`config.mk`:
```
export PLATFORM = sky130hd
export DESIGN_NAME = imem_access_arbiter_flat
export DESIGN_NICKNAME = d
export VERILOG_FILES = /design/src/rtl/imem_access_arbiter_if.sv /design/src/rtl/imem_access_arbiter.sv /design/src/flat_wrapper.sv
export SDC_FILE = /design/constraint.sdc
export NUM_CORES = 1
export LEC_CHECK = 0
export CAP_MARGIN = 20
export CORE_UTILIZATION = 19
export DETAILED_ROUTE_END_ITERATION = 8
export PLACE_DENSITY = 0.82
export SLEW_MARGIN = 20
export SYNTH_ARGS = -nofsm -noshare
export SYNTH_HDL_FRONTEND = slang
export SYNTH_SLANG_ARGS = --single-unit
```
`constraint.sdc`:
```
create_clock -name clk -period 1.75 [get_ports clk]
set_clock_uncertainty 0.1 [all_clocks]
set_input_delay 0.525 -clock clk [delete_from_list [all_inputs] [get_ports clk]]
set_output_delay 0.525 -clock clk [all_outputs]
set_load 0.1 [all_outputs]
```
`src/rtl/imem_access_arbiter_if.sv`:
```
// ----------------------------------------------------------------------------
// imem_access_arbiter_if
//   Bundles the fetch-stage, program-loader and instruction-memory signals
//   that meet at the instruction memory arbiter.
//
//   Modports:
//     slave  - the arbiter itself (takes requests, drives grants and memory)
//     master - the surrounding system (fetch stage, loader, memory model)
//
//   Signals:
//     fetch_req/fetch_addr         fetch read request and PC
//     fetch_valid/fetch_data       read data returned one cycle after grant
//     cpu_stall                    CPU must hold PC/pipeline this cycle
//     ld_req/ld_addr/ld_data       loader write request
//     ld_ack                       loader write accepted this cycle
//     ld_done                      loader signals end of boot image
//     boot_done                    boot load complete, CPU running
//     mem_en/mem_we/mem_addr/
//     mem_wdata/mem_rdata          single-port synchronous-read memory port
// ----------------------------------------------------------------------------
interface imem_access_arbiter_if #(
    parameter int PC_WIDTH    = 8,
    parameter int INSTR_WIDTH = 16
);
    logic                   fetch_req;
    logic [PC_WIDTH-1:0]    fetch_addr;
    logic                   fetch_valid;
    logic [INSTR_WIDTH-1:0] fetch_data;
    logic                   cpu_stall;
    logic                   ld_req;
    logic [PC_WIDTH-1:0]    ld_addr;
    logic [INSTR_WIDTH-1:0] ld_data;
    logic                   ld_ack;
    logic                   ld_done;
    logic                   boot_done;
    logic                   mem_en;
    logic                   mem_we;
    logic [PC_WIDTH-1:0]    mem_addr;
    logic [INSTR_WIDTH-1:0] mem_wdata;
    logic [INSTR_WIDTH-1:0] mem_rdata;

    modport slave (
        input  fetch_req, fetch_addr, ld_req, ld_addr, ld_data, ld_done, mem_rdata,
        output fetch_valid, fetch_data, cpu_stall, ld_ack, boot_done,
               mem_en, mem_we, mem_addr, mem_wdata
    );

    modport master (
        output fetch_req, fetch_addr, ld_req, ld_addr, ld_data, ld_done, mem_rdata,
        input  fetch_valid, fetch_data, cpu_stall, ld_ack, boot_done,
               mem_en, mem_we, mem_addr, mem_wdata
    );
endinterface

```
`src/rtl/imem_access_arbiter.sv`:
```
// ----------------------------------------------------------------------------
// imem_access_arbiter
//   Shares the single-port, synchronous-read instruction memory between the
//   MIPS16 fetch stage and the program loader. During boot the CPU is held
//   stalled and only loader writes reach memory; once the loader signals
//   ld_done the arbiter switches to RUN, where fetch has priority but a
//   starvation guard forces a loader slot after STARVE_LIMIT consecutive
//   fetch wins over a pending loader request.
//
//   Ports:
//     clk        system clock, rising edge
//     rst        asynchronous, active-high reset
//     bus        imem_access_arbiter_if.slave (fetch, loader, memory port)
//     stall_cnt  (IMEM_ARB_PERF_EN only) RUN cycles with cpu_stall=1, saturating
//     ld_cnt     (IMEM_ARB_PERF_EN only) total ld_ack pulses, saturating
//
//   Optional feature macro: IMEM_ARB_PERF_EN adds the two performance
//   counters above. Without it those ports and counters do not exist.
// ----------------------------------------------------------------------------
module imem_access_arbiter #(
    parameter int PC_WIDTH     = 8,
    parameter int INSTR_WIDTH  = 16,
    parameter int STARVE_LIMIT = 4
) (
    input  logic                 clk,
    input  logic                 rst,
    imem_access_arbiter_if.slave bus
`ifdef IMEM_ARB_PERF_EN
    ,
    output logic [15:0]          stall_cnt,
    output logic [15:0]          ld_cnt
`endif
);

    localparam int CNT_W = $clog2(STARVE_LIMIT + 1);
    localparam logic [CNT_W-1:0] LIMIT = CNT_W'(STARVE_LIMIT);

    typedef enum logic {
        BOOT = 1'b0,
        RUN  = 1'b1
    } arbState_t;

    arbState_t              stateReg, stateNext;
    logic [CNT_W-1:0]       starveCntReg, starveCntNext;
    logic                   fetchValidReg;

    logic                   fetchGrant;
    logic                   ldGrant;
    logic                   cpuStall;
    logic                   memEn;
    logic                   memWe;
    logic [PC_WIDTH-1:0]    memAddr;
    logic [INSTR_WIDTH-1:0] memWdata;

    // ------------------------------------------------------------------
    // Registered state: FSM, starvation counter, read-valid pipeline
    // ------------------------------------------------------------------
    always_ff @(posedge clk or posedge rst) begin
        if (rst) begin
            stateReg      <= BOOT;
            starveCntReg  <= '0;
            fetchValidReg <= 1'b0;
        end else begin
            stateReg      <= stateNext;
            starveCntReg  <= starveCntNext;
            fetchValidReg <= fetchGrant;
        end
    end

    // ------------------------------------------------------------------
    // Grant and next-state logic
    // ------------------------------------------------------------------
    always_comb begin
        stateNext     = stateReg;
        starveCntNext = starveCntReg;
        fetchGrant    = 1'b0;
        ldGrant       = 1'b0;
        cpuStall      = 1'b0;

        case (stateReg)
            BOOT: begin
                // CPU frozen while the image is loaded; a write in the same
                // cycle as ld_done is still granted.
                cpuStall      = 1'b1;
                ldGrant       = bus.ld_req;
                starveCntNext = '0;
                if (bus.ld_done) begin
                    stateNext = RUN;
                end
            end

            RUN: begin
                // Once the loader has lost STARVE_LIMIT times in a row, it
                // takes the next slot even against a fetch.
                fetchGrant = bus.fetch_req & ~(bus.ld_req & (starveCntReg == LIMIT));
                ldGrant    = bus.ld_req & (~bus.fetch_req | (starveCntReg == LIMIT));
                cpuStall   = bus.fetch_req & ~fetchGrant;

                if (!bus.ld_req || ldGrant) begin
                    starveCntNext = '0;
                end else if (fetchGrant && starveCntReg != LIMIT) begin
                    starveCntNext = starveCntReg + 1'b1;
                end
            end

            default: begin
                stateNext = BOOT;
                cpuStall  = 1'b1;
            end
        endcase
    end

    // ------------------------------------------------------------------
    // Memory port mux: at most one operation per cycle; idle drives zeros
    // ------------------------------------------------------------------
    always_comb begin
        memEn    = 1'b0;
        memWe    = 1'b0;
        memAddr  = '0;
        memWdata = '0;
        if (ldGrant) begin
            memEn    = 1'b1;
            memWe    = 1'b1;
            memAddr  = bus.ld_addr;
            memWdata = bus.ld_data;
        end else if (fetchGrant) begin
            memEn    = 1'b1;
            memAddr  = bus.fetch_addr;
        end
    end

    assign bus.mem_en      = memEn;
    assign bus.mem_we      = memWe;
    assign bus.mem_addr    = memAddr;
    assign bus.mem_wdata   = memWdata;
    assign bus.ld_ack      = ldGrant;
    assign bus.cpu_stall   = cpuStall;
    assign bus.boot_done   = (stateReg == RUN);
    assign bus.fetch_valid = fetchValidReg;
    assign bus.fetch_data  = bus.mem_rdata;

`ifdef IMEM_ARB_PERF_EN
    // ------------------------------------------------------------------
    // Saturating performance counters
    // ------------------------------------------------------------------
    logic [15:0] stallCntReg;
    logic [15:0] ldCntReg;

    always_ff @(posedge clk or posedge rst) begin
        if (rst) begin
            stallCntReg <= '0;
            ldCntReg    <= '0;
        end else begin
            if (stateReg == RUN && cpuStall && stallCntReg != 16'hFFFF) begin
                stallCntReg <= stallCntReg + 16'd1;
            end
            if (ldGrant && ldCntReg != 16'hFFFF) begin
                ldCntReg <= ldCntReg + 16'd1;
            end
        end
    end

    assign stall_cnt = stallCntReg;
    assign ld_cnt    = ldCntReg;
`endif

endmodule
```
`src/flat_wrapper.sv`:
```
// flat-port wrapper written by rule: the top's interface ports become plain ports
module imem_access_arbiter_flat 
#(
    parameter int PC_WIDTH     = 8,
    parameter int INSTR_WIDTH  = 16,
    parameter int STARVE_LIMIT = 4
)
  (clk, rst, bus_fetch_req, bus_fetch_addr, bus_ld_req, bus_ld_addr, bus_ld_data, bus_ld_done, bus_mem_rdata, bus_fetch_valid, bus_fetch_data, bus_cpu_stall, bus_ld_ack, bus_boot_done, bus_mem_en, bus_mem_we, bus_mem_addr, bus_mem_wdata);
  imem_access_arbiter_if #(.PC_WIDTH(PC_WIDTH), .INSTR_WIDTH(INSTR_WIDTH)) bus_i ();
  input  logic clk;
  input  logic rst;
  input wire logic [$bits(bus_i.fetch_req)-1:0] bus_fetch_req;
  input wire logic [$bits(bus_i.fetch_addr)-1:0] bus_fetch_addr;
  input wire logic [$bits(bus_i.ld_req)-1:0] bus_ld_req;
  input wire logic [$bits(bus_i.ld_addr)-1:0] bus_ld_addr;
  input wire logic [$bits(bus_i.ld_data)-1:0] bus_ld_data;
  input wire logic [$bits(bus_i.ld_done)-1:0] bus_ld_done;
  input wire logic [$bits(bus_i.mem_rdata)-1:0] bus_mem_rdata;
  output wire logic [$bits(bus_i.fetch_valid)-1:0] bus_fetch_valid;
  output wire logic [$bits(bus_i.fetch_data)-1:0] bus_fetch_data;
  output wire logic [$bits(bus_i.cpu_stall)-1:0] bus_cpu_stall;
  output wire logic [$bits(bus_i.ld_ack)-1:0] bus_ld_ack;
  output wire logic [$bits(bus_i.boot_done)-1:0] bus_boot_done;
  output wire logic [$bits(bus_i.mem_en)-1:0] bus_mem_en;
  output wire logic [$bits(bus_i.mem_we)-1:0] bus_mem_we;
  output wire logic [$bits(bus_i.mem_addr)-1:0] bus_mem_addr;
  output wire logic [$bits(bus_i.mem_wdata)-1:0] bus_mem_wdata;
  assign bus_i.fetch_req = bus_fetch_req;
  assign bus_i.fetch_addr = bus_fetch_addr;
  assign bus_i.ld_req = bus_ld_req;
  assign bus_i.ld_addr = bus_ld_addr;
  assign bus_i.ld_data = bus_ld_data;
  assign bus_i.ld_done = bus_ld_done;
  assign bus_i.mem_rdata = bus_mem_rdata;
  assign bus_fetch_valid = bus_i.fetch_valid;
  assign bus_fetch_data = bus_i.fetch_data;
  assign bus_cpu_stall = bus_i.cpu_stall;
  assign bus_ld_ack = bus_i.ld_ack;
  assign bus_boot_done = bus_i.boot_done;
  assign bus_mem_en = bus_i.mem_en;
  assign bus_mem_we = bus_i.mem_we;
  assign bus_mem_addr = bus_i.mem_addr;
  assign bus_mem_wdata = bus_i.mem_wdata;
  imem_access_arbiter #(.PC_WIDTH(PC_WIDTH), .INSTR_WIDTH(INSTR_WIDTH), .STARVE_LIMIT(STARVE_LIMIT)) u_core (.clk(clk), .rst(rst), .bus(bus_i));
endmodule
```
==> impl_results.md <==
- Net Count, Synth: between 100 and 150
- Worst Tran Pin Value: roughly 0.25 ns
- Worst setup startpoint: u_core.starveCntReg[0]
- Initial Util: 0.2048
- Final ANT Viol Nets: 0
- CTS H-Tree Depth: 1
- Worst hold path type: input port to asynchronous set/reset pin
- First-pass GRT wire length: about 4.3 mm
- Top delay family on crit path: buffers and inverters
- Pwr dens: 499.7 mW/mm²
- Max Root-Sink Buffers: 2
- Synthesized area: 579.3 µm²
- Nets: roughly 200
- DRT Wirelength: 2.772 mm
- Wirelength per Cell: about 16 µm
- Die X: about 57 µm
- Synth-to-layout area growth: 217.9%
- Clock power share: 0.165
- Initial antenna violation count: 0
- I/O pin count: 99
- Most frequent cells in the layout: 34 x clkdlybuf4s50_1, 32 x buf_12, 16 x and2_4
- Crit path max fanout: 8
- DIE HEIGHT: 57.22 µm
- Commonest non-fill, non-tap cell in the layout: clkdlybuf4s50_1
- Worst path slowest cell: dfrtp_1
- CTS tree: done
- Comb pwr share: 0.702
- Yosys warning count: 0
- Max VDD drop: 405.3 µV
- Clk slew on worst S/H paths: about 0.060 ns
- Ant. Diodes: 0
- Fmax: about 430 MHz
- Initial DRC Count: 22
- Clock latency on the worst-skew pair: 0.27 ns
- Leak pwr: a little over 0.0008 µW
- Worst reg2reg endpoint: u_core.starveCntReg[0]
- Max Cap Viol: 0
- Cells after Synth: 69
- Routability cong.: 0.7793
- Clk sinks: 5
- Via density: roughly 4.4
- Sw Share: 0.4620
- Sequential share of power: 0.132
- Mean Syn Cell Area: between 8 and 9 µm²
- Crit path capture: bus_mem_addr[6]
- PortBufs: between 60 and 70
- Worst R2R Setup Slack: around 0.28 ns
- Drt drc: 10
- Power, Total: slightly above 900 µW
- Vias in the first global route: a little under 900
- GR Overflow Total: 0
- Psw: between 400 and 500 µW
- Critical path class: register to primary output
- Sequential share of the synthesized area: 0.2160
- CTS buffer count: 3
- Period utilization: 1.326
- Setup violators final: 28
- Core footprint: about 0.0028 mm²
- CP peak stage delay: about 0.36 ns
- CP required: 1.12 ns
- DR pass1 iterations: 6
- Status: complete, but fails checks
- Fin. max-slew vios: 0
- Netlist cell types: 16
- Buf+Inv Stages, Crit Path: 4
- Placed wire-length estimate: roughly 2.2 mm
- Hold Fails Final Rpt: 0
- Largest net degree at the start of global routing: 12
- Die area: 0.003274 mm²
- Layout cells sized above 1: 0.6549
- CTS root buf: clkbuf_4
- Rel. slew slack: 0.8306
- RSZ-0062 raised after global routing: yes
- Stages on worst setup path: 8
- CP most frequent cell: buf_12
- CP Cell Sequence: inv_2, ha_4, nand2_4, a31oi_4, buf_6, buf_12, a22o_4, buf_12
- CP arrival: 1.70 ns
- Fin crit period: 2.321 ns
- Synth Register Bits: 5
- Reg2reg start: u_core.starveCntReg[0]
- Num rows: 19
- Via Count: between 700 and 800
- R2R cell count: 8
- CP Launch Type: register
- Worst Setup End Kind: primary output
- Violated checks: design-rule violations, negative setup slack
- Gr usage total: 0.1810
- Cell Int Power: around 500 µW
- Fin worst setup slack: -0.5706 ns
- Setup TNS: -14.53 ns
==> kinds of logic (layout without fill, tap and decap cells) <==
logic type / count (synthesis) / after routing / synth area share
adder cells (fa/ha/maj): 2 / 2 / 0.04319
flip-flops: 5 / 5 / 0.2160
AO/OA/AOI/OAI: 11 / 11 / 0.1879
multiplexers: 1 / 1 / 0.01728
AND/OR/NAND/NOR: 27 / 27 / 0.2635
buffers and inverters: 23 / 96 / 0.2721
==> power groups by stage <==
stage                     registers [µW]  logic (µW)  clock network, µW
after floorplan                      132         515                  0
after global placement               124         627                  0
after detailed placement             124         633                  0
after CTS                            122         657                154
after global routing                 122         667                159
final                                122         646                152
==> flip-flops by register name (all words and copies together), names as in the netlist <==
signal,count
u_core.starveCntReg,3
u_core.bus.boot_done,1
u_core.bus.fetch_valid,1
==> synthesized netlist by cell type <==
library cell | number | area [µm²]
a22o_1 | 8 | 70.07
a31oi_2 | 1 | 12.51
a31oi_4 | 1 | 21.27
and2_1 | 16 | 100.1
buf_4 | 19 | 142.6
dfrtp_1 | 5 | 125.1
ha_1 | 2 | 25.02
inv_1 | 4 | 15.01
mux2i_1 | 1 | 10.01
nand2_1 | 4 | 15.01
nand2_2 | 1 | 6.260
nand3_1 | 1 | 5.000
nor2_1 | 3 | 11.26
nor4b_1 | 1 | 8.760
o21ai_0 | 1 | 5.000
or2_2 | 1 | 6.260
==> stage by stage <==
| stage | setup slack [ns] | utilization | hold slack (ns) | instance area [µm²] | cells |
|---|---|---|---|---|---|
| 6_report | -0.5706 | 0.6510 | 0.3413 | 1842 | 173 |
| 5_1_grt | -0.6148 | 0.6510 | 0.3935 | 1842 | 173 |
| 4_1_cts | -0.5649 | 0.6541 | 0.3489 | 1851 | 172 |
| 3_5_place_dp | -0.7519 | 0.6099 | 0.4643 | 1725 | 161 |
| 3_3_place_gp | -0.7173 | 0.6099 | 0.4406 | 1725 | 161 |
| 2_1_floorplan | -0.4554 | - | 0.2035 | 750.7 | 69 |
==> worst reg2reg max path, cell delays in order, from the launching register on <==
cell and delay (ns):
dfrtp_1 0.39, inv_2 0.08, ha_4 0.15, nand2_4 0.05
buf_4 0.13, buf_6 0.10, buf_6 0.11, buf_4 0.12
nor4b_1 0.13
==> metal layers <==
metal	share of wire	wire (µm)	global-route usage
met1	0.33	906	0.1794
met2	0.51	1420	0.3143
met3	0.12	328	0.06576
met4	0.042	116	0.1254
met5	0	0	0
==> worst min path at each step <==
stage / start / to / slack [ns] / cells after the start
2_1_floorplan: rst / u_core.bus.fetch_valid / 0.20 / 1
3_3_place_gp: u_core.starveCntReg[0] / u_core.starveCntReg[0] / 0.44 / 2
3_5_place_dp: u_core.starveCntReg[0] / u_core.starveCntReg[0] / 0.46 / 2
4_1_cts: rst / u_core.starveCntReg[0] / 0.35 / 2
5_1_grt: rst / u_core.starveCntReg[1] / 0.39 / 2
6_report: rst / u_core.starveCntReg[0] / 0.34 / 2
==> area by class of cell <==
| type | instances | area [µm²] |
|---|---|---|
| clock buffer | 4 | 26.28 |
| tap | 31 | 38.79 |
| inverter | 4 | 15.01 |
| sequential | 5 | 128.9 |
| timing repair buffer | 88 | 1174 |
| fill | 219 | 987.2 |
| multi-input combinational | 41 | 459.2 |
==> repair_timing <==
action / in CTS / in global routing
pin swaps: 11 / 3
resized for setup: 18 / 1
buffers inserted: 7 / 2
hold buffers: 0 / 0
endpoints found under the setup margin: 28 / 28
cloned: 1 / 0
(Power assumes the default switching activity.)
